--- src/rtl/mem_arbiter_pkg.sv ---
// Shared definitions for the main-store arbiter: data width, FSM state encoding
// and port indices.
package mem_arbiter_pkg;

  localparam int DATA_W = 16;

  localparam logic PORT_CPU = 1'b0;
  localparam logic PORT_LDR = 1'b1;

  typedef enum logic [1:0] {
    ST_IDLE   = 2'd0,
    ST_ACCESS = 2'd1,
    ST_RDATA  = 2'd2,
    ST_DONE   = 2'd3
  } arb_state_e;

endpackage

--- src/rtl/mem_arbiter_rr_arb2.sv ---
// Combinational two-way winner select; the last-grant pointer is owned by the caller.
module rr_arb2
  import mem_arbiter_pkg::*;
#(
  parameter int FIXED = 0
) (
  input  logic [1:0] req,
  input  logic       last,
  output logic       valid,
  output logic       win
);

  // Winner select: a lone requester always wins, a tie goes by policy.
  always_comb begin
    valid = |req;
    win   = PORT_CPU;
    if (req == 2'b11) begin
      if (FIXED != 0) begin
        win = PORT_CPU;
      end else begin
        win = ~last;
      end
    end else if (req[1]) begin
      win = PORT_LDR;
    end else begin
      win = PORT_CPU;
    end
  end

endmodule

--- src/rtl/mem_arbiter.sv ---
// Two-port arbiter/sequencer in front of the single-port main store; grants one
// port at a time, holds strobes through wait, returns read data with a one-cycle ack.
module mem_arbiter
  import mem_arbiter_pkg::*;
#(
  parameter int ABITS = 9,
  parameter int FIXED = 0
) (
  input  logic              clk,
  input  logic              reset,
  input  logic              p0_req,
  input  logic              p0_we,
  input  logic [ABITS-1:0]  p0_addr,
  input  logic [DATA_W-1:0] p0_wdata,
  output logic              p0_ack,
  output logic [DATA_W-1:0] p0_rdata,
  input  logic              p1_req,
  input  logic              p1_we,
  input  logic [ABITS-1:0]  p1_addr,
  input  logic [DATA_W-1:0] p1_wdata,
  output logic              p1_ack,
  output logic [DATA_W-1:0] p1_rdata,
  output logic [ABITS-1:0]  mem_addr,
  output logic [DATA_W-1:0] mem_d,
  output logic              mem_rd,
  output logic              mem_wr,
  input  logic [DATA_W-1:0] mem_q,
  input  logic              mem_wait
);

  arb_state_e        state_r, state_s;
  logic              last_r, last_s;
  logic              gnt_r, gnt_s;
  logic              we_r, we_s;
  logic [ABITS-1:0]  addr_r, addr_s;
  logic [DATA_W-1:0] d_r, d_s;
  logic              rd_r, rd_s;
  logic              wr_r, wr_s;
  logic              ack0_r, ack0_s;
  logic              ack1_r, ack1_s;
  logic [DATA_W-1:0] rdata0_r, rdata0_s;
  logic [DATA_W-1:0] rdata1_r, rdata1_s;
  logic              valid_s;
  logic              win_s;

  rr_arb2 #(.FIXED(FIXED)) u_arb (
    .req   ({p1_req, p0_req}),
    .last  (last_r),
    .valid (valid_s),
    .win   (win_s)
  );

  // Next-state and next-output logic; acks default low so they pulse for one cycle.
  always_comb begin
    state_s  = state_r;
    last_s   = last_r;
    gnt_s    = gnt_r;
    we_s     = we_r;
    addr_s   = addr_r;
    d_s      = d_r;
    rd_s     = rd_r;
    wr_s     = wr_r;
    ack0_s   = 1'b0;
    ack1_s   = 1'b0;
    rdata0_s = rdata0_r;
    rdata1_s = rdata1_r;
    case (state_r)
      ST_IDLE: begin
        if (valid_s) begin
          gnt_s  = win_s;
          last_s = win_s;
          if (win_s == PORT_LDR) begin
            we_s   = p1_we;
            addr_s = p1_addr;
            d_s    = p1_wdata;
          end else begin
            we_s   = p0_we;
            addr_s = p0_addr;
            d_s    = p0_wdata;
          end
          rd_s    = ~we_s;
          wr_s    = we_s;
          state_s = ST_ACCESS;
        end else begin
          state_s = ST_IDLE;
        end
      end
      ST_ACCESS: begin
        if (!mem_wait) begin
          rd_s = 1'b0;
          wr_s = 1'b0;
          if (we_r) begin
            if (gnt_r == PORT_LDR) begin
              ack1_s = 1'b1;
            end else begin
              ack0_s = 1'b1;
            end
            state_s = ST_DONE;
          end else begin
            state_s = ST_RDATA;
          end
        end else begin
          state_s = ST_ACCESS;
        end
      end
      ST_RDATA: begin
        if (gnt_r == PORT_LDR) begin
          rdata1_s = mem_q;
          ack1_s   = 1'b1;
        end else begin
          rdata0_s = mem_q;
          ack0_s   = 1'b1;
        end
        state_s = ST_DONE;
      end
      ST_DONE: begin
        // Ack cycle: no grant here, giving the requester time to drop req.
        state_s = ST_IDLE;
      end
      default: begin
        rd_s    = 1'b0;
        wr_s    = 1'b0;
        state_s = ST_IDLE;
      end
    endcase
  end

  // State and output registers with synchronous reset.
  always_ff @(posedge clk) begin
    if (reset) begin
      state_r  <= ST_IDLE;
      last_r   <= PORT_LDR;
      gnt_r    <= PORT_CPU;
      we_r     <= 1'b0;
      addr_r   <= {ABITS{1'b0}};
      d_r      <= {DATA_W{1'b0}};
      rd_r     <= 1'b0;
      wr_r     <= 1'b0;
      ack0_r   <= 1'b0;
      ack1_r   <= 1'b0;
      rdata0_r <= {DATA_W{1'b0}};
      rdata1_r <= {DATA_W{1'b0}};
    end else begin
      state_r  <= state_s;
      last_r   <= last_s;
      gnt_r    <= gnt_s;
      we_r     <= we_s;
      addr_r   <= addr_s;
      d_r      <= d_s;
      rd_r     <= rd_s;
      wr_r     <= wr_s;
      ack0_r   <= ack0_s;
      ack1_r   <= ack1_s;
      rdata0_r <= rdata0_s;
      rdata1_r <= rdata1_s;
    end
  end

  assign mem_addr = addr_r;
  assign mem_d    = d_r;
  assign mem_rd   = rd_r;
  assign mem_wr   = wr_r;
  assign p0_ack   = ack0_r;
  assign p1_ack   = ack1_r;
  assign p0_rdata = rdata0_r;
  assign p1_rdata = rdata1_r;

endmodule

--- config.mk ---
export PLATFORM = sky130hd
export DESIGN_NAME = mem_arbiter
export DESIGN_NICKNAME = d
export VERILOG_FILES = /design/src/rtl/mem_arbiter_pkg.sv /design/src/rtl/mem_arbiter_rr_arb2.sv /design/src/rtl/mem_arbiter.sv
export SDC_FILE = /design/constraint.sdc
export NUM_CORES = 1
export LEC_CHECK = 0
export ABC_AREA = 1
export BUFFER_PORTS_ARGS = -buffer_cell sky130_fd_sc_hd__buf_2
export CAP_MARGIN = 40
export CORE_MARGIN = 5
export CORE_UTILIZATION = 40
export DETAILED_ROUTE_END_ITERATION = 7
export PLACE_DENSITY = 0.72
export SETUP_SLACK_MARGIN = 0.1
export SYNTH_ARGS = -nofsm -noshare
export SYNTH_HDL_FRONTEND = slang
export SYNTH_SLANG_ARGS = --single-unit
--- constraint.sdc ---
create_clock -name clk -period 1.8 [get_ports clk]
set_input_delay 0.36 -clock clk [delete_from_list [all_inputs] [get_ports clk]]
set_output_delay 0.36 -clock clk [all_outputs]
set_load 0.005 [all_outputs]
# [Word level (Yosys, flattened, before mapping)]
# Cells that the tools add are included.
[totals] ff_bits=66 input_bits=73 out_inout_bits=61 elab_cells=52
[classes] eq_ne=6 muxes=24 bitwise_logic=3 n_reduce_logical=7
[op_table] operator="$mux W1" count=16
[op_table] operator="$mux W16" count=1
[op_table] operator="$mux W9" count=1
[op_table] operator="$pmux W1 S2" count=4
[op_table] operator="$pmux W2 S4" count=1
[op_table] operator="$eq A2 B2 Y1 const B" count=3
[op_table] operator="$reduce_and A2 Y1" count=3
[op_table] operator="$not A1 Y1" count=3
[op_table] operator="$reduce_and A3 Y1" count=1
[op_table] operator="$eq A2 B1 Y1 const B" count=1
[op_table] operator="$logic_not A2 Y1" count=1
[op_table] operator="$mux W2" count=1
[op_table] operator="$ne A2 B1 Y1 const B" count=1
[op_table] operator="$ne A2 B2 Y1 const B" count=1
[op_table] operator="$reduce_bool A2 Y1" count=1
[op_table] operator="$reduce_or A2 Y1" count=1

# [Depth between registers and ports, before layout]
# Gate-level depths: netlist of the first run.
[depth] depth_word=8 depth_mapped=9 ltp_nobuf=9

# [Modules after synthesis]
# From an unflattened synthesis of the first run, not the netlist that was laid out.
[hier_totals] hier_cells=364 hier_area_um2=2790.2
[by_module_without_submodules] mod="mem_arbiter" n_inst=1 cells_each=361 area_per_inst_um2=2775.2 seq_area_each_um2=1321.3
[by_module_without_submodules] mod="rr_arb2" n_inst=1 cells_each=3 area_per_inst_um2=15.0 seq_area_each_um2=0.0

# [Worst setup path before layout of the first run]
# OpenSTA, ideal clock, no wires.
[synth_path] path_kind="register -> register" start="reg state_r[0]" end="reg addr_r[0], in the netlist mem_addr[0]" setup_time_ps=137 arrival_ps=1173 required_ps=1663 path_slack_ps=490 path_stages_with_launch=7 n_path_buf=1 synth_period_minus_slack_ps=1310 cell_sequence="dfxtp_1 inv_1 ha_1 inv_1 nor2_4 clkbuf_1 a31oi_1"
[synth_between] elab_chain_len=2
[synth_rtl] item="start, declared" line="mem_arbiter.sv:31" rtl="arb_state_e state_r, state_s;"
[synth_rtl] item="start signal, assigned" line="mem_arbiter.sv:144" rtl="state_r <= state_s;"
[synth_rtl] item="$logic_not A2 Y1" line="mem_arbiter.sv:67" rtl="case (state_r)"
[synth_rtl] item="$reduce_and A2 Y1 (no line)"
[synth_rtl] item="end signal, assigned" line="mem_arbiter.sv:135" rtl="addr_r <= {ABITS{1'b0}};"
[synth_rtl] item="end signal, assigned" line="mem_arbiter.sv:148" rtl="addr_r <= addr_s;"
[synth_rtl] item="end, declared" line="mem_arbiter.sv:35" rtl="logic [ABITS-1:0] addr_r, addr_s;"
# No other way between the ends.
# A chain may end at the register's enable or synchronous reset.

# [Worst setup path after layout of the first run]
[layout_path] start="reg state_r[0]" end="reg addr_r[5], in the netlist mem_addr[5]"
# The elaborated chain is that of the path after synthesis.

==> summary.md, run 1 <==
| Metric | Value |
|---|---|
| Status | `finished clean` |
| Tcrit/Tclk final | `0.843` |
| Clock Skews | `9.46 ps` |
| Slowest Stage Delay on Critical Path | `330 ps` |
| Fin. Hold Viols | `0` |
| Clock insertion delay at the later pin of the skew report | `330 ps` |
| Static leakage | `1.74 nW` |
| CTS tree | `done` |
| Final Max Tran Viols | `0` |
| Vias in the first global route | `2633` |
| P per Cell Area | `1010 nW/µm²` |
| Root buffer cell | `clkbuf_8` |
| Die height | `90.3 µm` |
| Final #Nets | `547` |
| DRC errors left | `0` |
| Synthesized instance count | `339` |
| Combinational Power Share | `0.214` |
| Drt pass-1 iters | `4` |
| Most used cell, CP | `inv_1` |
| CP cell instances | `inv_1 -> ha_1 -> inv_1 -> nor2_4 -> buf_4 -> o21ai_0 -> a31oi_1` |
| Hold bufs inserted after CTS | `0` |
| Reg power frac | `0.493` |
| Area growth syn-to-layout | `33.9%` |
| Chip Width | `90.3 µm` |
| Hold WC Path Type | `input pin to register` |
| Bufs on Longest Clock Path | `2` |
| Critical Path RT | `2050 ps` |
| Final TNS setup | `0 ps` |
| Initial Utilization | `0.408` |
| Final setup fails | `0` |
| Area share of the largest cell type after synthesis | `0.512` |
| Peak VDD IR | `0.543 mV` |
| Clock-pin transition on the worst setup and hold timing paths | `70 ps` |
| Final ANT Viol Nets | `0` |
| Crit start category | `register` |
| Diode count | `0` |
| Commonest cells after routing, fill and taps aside | `133 x buf_2, 72 x nor2_1, 66 x nand2_1, 66 x dfxtp_1, 33 x o21ai_0` |
| GRT Total Usage | `0.169` |
| Post_cts resized | `0` |
| Count of input and output buffers | `133` |
| Post-CTS Setup Repair Bufs | `0` |
| Largest net degree at the start of global routing | `44` |
| Total CTS buffers | `9` |
| Sequential area share after synthesis | `0.512` |
| Number of H-tree levels | `3` |
| P_int | `2.48 mW` |
| Commonest non-fill, non-tap cell in the layout | `buf_2` |
| Ports | `134` |
| Critical path's top delay family | `buffers and inverters` |
| Total Routed Length | `6880 µm` |
| Gr ovfl total | `0` |
| Cell taking the most area after synthesis | `dfxtp_1` |
| Die area | `8150 µm²` |
| Row cnt | `29` |
| Achievable Freq | `659 MHz` |
| CP endpoint kind | `register` |
| Via count | `2624` |
| Final Wtd Congestion | `0.803` |
| Synth Area per Inst | `7.61 µm²` |
| Hold WS | `264 ps` |
| Crit-path max FO | `32` |
| Initial antenna violation count | `0` |
| Fraction of layout cells with a size suffix above 1 | `0.338` |
| First-pass GRT wire length | `11600 µm` |
| Setup CP Type | `register to register` |
| Drt initial violations | `78` |
| Max_cap viols | `0` |
| DP HPWL | `5290 µm` |
| CP max stage cell | `dfxtp_1` |
| Clock power frac | `0.293` |
| #FFs+latches synth | `66` |
| Wirelength per Cell | `12.5 µm` |
| Switching portion of total power | `0.293` |
| Final min period | `1520 ps` |
| Total clock sinks | `66` |
| Core ar. | `6310 µm²` |
| Synthesized area | `2580 µm²` |
| YS warnings | `0` |
| RSZ-0062 raised after global routing | `no` |
| Synth Net Count | `416` |
| Count of cell types in the netlist | `20` |
| Tightest Pin Transition | `356 ps` |
| Synth area leaders | `dfxtp_1 51%, nor2_1 10%, nand2_1 9.6%` |
| Max-slew headroom | `0.763` |
| Vias/cell | `4.77` |
| Buf/Inv on CP | `3` |
| Sw Pwr | `1.03 mW` |
| Crit path DAT | `1770 ps` |
==> metrics by stage <==
step	power (mW)	cell area, µm²	cells	utilization	worst slack [ps]
after global placement	2.50	3290	536	0.522	392
after global routing	3.72	3450	550	0.547	132
final	3.50	3450	550	0.547	283
after floorplan	2.18	2580	339	-	490
after detailed placement	2.51	3290	536	0.522	302
after CTS	3.55	3450	550	0.547	296
==> registers in the layout, summed over array words and instances, names as in the netlist, 9 cells and up, named ones only <==
name      count
mem_d        16
p1_rdata     16
mem_addr      9
p0_rdata     16
==> worst paths after layout <==
path,start,end,slack [ps],depth (start not counted)
max reg2reg,state_r[0],mem_addr[5],280,7
min,reset,mem_rd,260,2
max,state_r[0],mem_addr[5],280,7
min reg2reg,mem_rd,mem_rd,470,2
==> synthesized netlist by cell type (all sizes together) <==
master  number
nand2       68
nor3         1
nand3b       1
nand3        4
clkinv       1
a21oi        5
dfxtp       66
a31oi       25
inv         11
o21ai       59
nor2        74
buf         12
clkbuf       7
a211oi       1
ha           4
==> layout make-up <==
| type | count | area [µm²] |
|---|---|---|
| fillers | 614 | 2860 |
| flip-flops and latches | 66 | 1320 |
| multi-input cells | 242 | 1120 |
| repair buffers | 139 | 711 |
| clock buffers | 11 | 141 |
| well taps | 77 | 96.3 |
| inverters | 12 | 46.3 |
| clock inverters | 3 | 17.5 |
==> kinds of logic after synthesis <==
| logic type | count (synthesis) | synth area share |
|---|---|---|
| AND/OR/NAND/NOR | 148 | 0.227 |
| adder cells (fa/ha/maj) | 4 | 0.0194 |
| AO/OA/AOI/OAI | 90 | 0.188 |
| flip-flops | 66 | 0.512 |
| buffers and inverters | 31 | 0.0534 |
==> power by group through the flow <==
| stage | sequential [mW] | clock, mW | combinational [mW] |
|---|---|---|---|
| finish | 1.73 | 1.03 | 0.749 |
| detailed placement | 1.76 | 0 | 0.758 |
| global placement | 1.76 | 0 | 0.743 |
| CTS | 1.73 | 1.06 | 0.760 |
| floorplan | 1.76 | 0 | 0.415 |
| global route | 1.75 | 1.12 | 0.860 |
==> metal layers <==
metal / wire length, µm / up-vias / global-route usage / share of wire
met5: 0 / - / 0 / 0
met4: 72 / 0 / 0.0583 / 0.010
met3: 836 / 7 / 0.0867 / 0.12
met2: 3000 / 115 / 0.266 / 0.44
met1: 2970 / 1124 / 0.199 / 0.43
li1: - / 1378 / - / -
(Power assumes the default switching activity.)
==> inputs of run 2 (changes only) <==
--- a/config.mk
+++ b/config.mk
@@ -11,7 +11,7 @@
 export CORE_MARGIN = 5
 export CORE_UTILIZATION = 40
 export DETAILED_ROUTE_END_ITERATION = 7
-export PLACE_DENSITY = 0.72
+export PLACE_DENSITY = 0.75
 export SETUP_SLACK_MARGIN = 0.1
 export SYNTH_ARGS = -nofsm -noshare
 export SYNTH_HDL_FRONTEND = slang
==> constraint.sdc (replaced) <==
create_clock -name clk -period 1.3 [get_ports clk]
set_input_delay 0.26 -clock clk [delete_from_list [all_inputs] [get_ports clk]]
set_output_delay 0.26 -clock clk [all_outputs]
set_load 0.005 [all_outputs]
==> summary.md, run 2 (synthesis gave the netlist of run 1 again) <==
| Metric | Value |
|---|---|
| Tightest Pin Transition | `266 ps (-89.4 ps)` |
| DRC errors left | `0 (unchanged)` |
| Total power | `5.87 mW (+67%)` |
| Final setup fails | `1 (+1)` |
| Final ANT Viol Nets | `0 (unchanged)` |
| Die height | `90.3 µm (unchanged)` |
| Clock Skews | `5.39 ps (-4.07 ps)` |
| Placed Instance Area | `3340 µm² (+1.4%)` |
| Bufs on Longest Clock Path | `2 (unchanged)` |
| Critical Path RT | `1520 ps (-530 ps)` |
| Vias in the first global route | `2720 (+3.3%)` |
| Static leakage | `1.96 nW (+13%)` |
| Tcrit/Tclk final | `1.00 (+0.159)` |
| Crit path DAT | `1520 ps (-250 ps)` |
| Drt pass-1 iters | `4 (unchanged)` |
| Worst Hold Depth | `2 (unchanged)` |
| Worst r2r dst | `mem_d[11]` |
| DP HPWL | `5030 µm (-4.9%)` |
| Crit start category | `register` |
| Diode count | `0 (unchanged)` |
| Final Wtd Congestion | `0.828 (+3.1%)` |
| Worst r2r src | `state_r[0]` |
| Chip Width | `90.3 µm (unchanged)` |
| Combinational Power Share | `0.294 (+0.080)` |
| Place WS | `-96.7 ps (-399 ps)` |
| Clock insertion delay at the later pin of the skew report | `330 ps (about the same)` |
| Post-route insts no fill | `573 (+4.2%)` |
| Clock power frac | `0.294 (about the same)` |
| Worst Reg-to-Reg Cells | `8 (+1)` |
| P per Cell Area | `1440 nW/µm² (+41%)` |
| Critical path's top delay family | `buffers and inverters` |
| Post-route cell area | `4090 µm² (+18%)` |
| Worst path depth | `8 (+1)` |
| Core ar. | `6310 µm² (unchanged)` |
| Clock-pin transition on the worst setup and hold timing paths | `70 ps (about the same)` |
| Root buffer cell | `clkbuf_8` |
| Reg power frac | `0.412 (-0.081)` |
| Sw Pwr | `1.70 mW (+66%)` |
| Switching portion of total power | `0.290 (-0.00238)` |
| Commonest non-fill, non-tap cell in the layout | `buf_2` |
| Max-slew headroom | `0.822 (+0.0596)` |
| Peak VDD IR | `0.747 mV (+37%)` |
| Setup CP Type | `register to register` |
| Total clock sinks | `66 (unchanged)` |
| Reg-to-reg setup timing slack | `-2 ps (-290 ps)` |
| P_int | `4.16 mW (+68%)` |
| Row cnt | `29 (unchanged)` |
| Hold bufs inserted after CTS | `0 (unchanged)` |
| Crit-path max FO | `5 (-84%)` |
| Fraction of layout cells with a size suffix above 1 | `0.442 (+0.103)` |
| Final min period | `1300 ps (-215 ps)` |
| Number of H-tree levels | `3 (unchanged)` |
| Total Routed Length | `7860 µm (+14%)` |
| Final #Nets | `568 (+3.8%)` |
| Commonest cells after routing, fill and taps aside | `133 x buf_2, 69 x nor2_1, 64 x nand2_1, 64 x dfxtp_1, 34 x o21ai_1` |
| Endpoint, Worst Hold | `state_r[0]` |
| CTS tree | `done` |
| Die area | `8150 µm² (unchanged)` |
| Gr ovfl total | `0 (unchanged)` |
| CP cell instances | `inv_4 -> ha_4 -> inv_4 -> nor2_4 -> buf_12 -> buf_12 -> clkbuf_16 -> a31oi_1` |
| Area growth syn-to-layout | `58.5%` |
| Largest net degree at the start of global routing | `62 (+41%)` |
| Max_cap viols | `0 (unchanged)` |
| Initial antenna violation count | `0 (unchanged)` |
| Count of input and output buffers | `133 (unchanged)` |
| CP max stage cell | `dfxtp_2` |
| Failing checks | `negative setup slack` |
| Achievable Freq | `768 MHz (+16%)` |
| Buf/Inv on CP | `5 (+2)` |
| Fin. Hold Viols | `0 (unchanged)` |
| Slowest Stage Delay on Critical Path | `330 ps (about the same)` |
| CP endpoint kind | `register` |
| Final worst slack | `-2.26 ps (-285 ps)` |
| Hold WC Path Type | `input pin to register` |
| Inst Count DP | `537 (+0.19%)` |
| Status | `finished with violations` |
| Final Max Tran Viols | `0 (unchanged)` |
| Initial Utilization | `0.408 (unchanged)` |
| First-pass GRT wire length | `12300 µm (+6.0%)` |
| Vias/cell | `4.95 (+3.8%)` |
| GRT Total Usage | `0.180 (+0.0104)` |
| Final TNS setup | `-2.26 ps (-2.26 ps)` |
| HP Start | `reset` |
| Total CTS buffers | `9 (unchanged)` |
| Drt initial violations | `74 (-5.1%)` |
| RSZ-0062 raised after global routing | `yes` |
| Ports | `134 (unchanged)` |
| Via count | `2838 (+8.2%)` |
| Wirelength per Cell | `13.7 µm (+9.6%)` |
## run 2: worst reg2reg max path, stage by stage, from the launching register on
cell and delay, ps:
dfxtp_2 330, inv_4 70, ha_4 150, inv_4 40, nor2_4 120, buf_12 140, buf_12 130, clkbuf_16 150
a31oi_1 70
## run 2: power groups by stage
stage,combinational (mW),sequential [mW],clock [mW]
global placement,1.07,2.44,0
floorplan,0.619,2.45,0
global route,1.88,2.44,1.86
CTS,1.43,2.40,1.76
finish,1.72,2.42,1.72
detailed placement,1.08,2.44,0
## run 2: layer usage
layer	track usage	up-vias	routed length, µm
li1	-	1434	-
met3	0.0708	14	773
met5	0	-	0
met4	0.0633	0	191
met2	0.291	138	3590
met1	0.216	1252	3300
## run 2: final cells by class
type                    instances  area (µm²)
clock buffers                  14         163
clock inverters                 2        35.0
fillers                       563        2230
inverters                      12        62.6
multi-input cells             242        1330
flip-flops and latches         66        1320
well taps                      77        96.3
repair buffers                160        1080
## run 2: stage by stage
stage	utilization	hold slack, ps
after floorplan	-	329
after global placement	0.529	455
after detailed placement	0.529	458
after CTS	0.600	145
after global routing	0.647	158
final	0.647	155
## run 2: how the worst max path moves through the flow
stage | from | endpoint | slack [ps]
3_5_place_dp | state_r[0] | p0_rdata[7] | -100
6_report | state_r[0] | mem_d[11] | -2
4_1_cts | state_r[0] | p0_rdata[12] | 10
5_1_grt | state_r[0] | p0_rdata[5] | -70
3_3_place_gp | state_r[0] | p0_rdata[11] | -20
2_1_floorplan | state_r[0] | mem_d[10] | 110
## run 2: what timing repair did
item | 4_1_cts | 5_1_grt
pin swaps | 3 | 11
cloned | 4 | 4
buffers inserted | 10 | 2
endpoints found under the setup margin | 46 | 64
gates resized for setup | 24 | 55
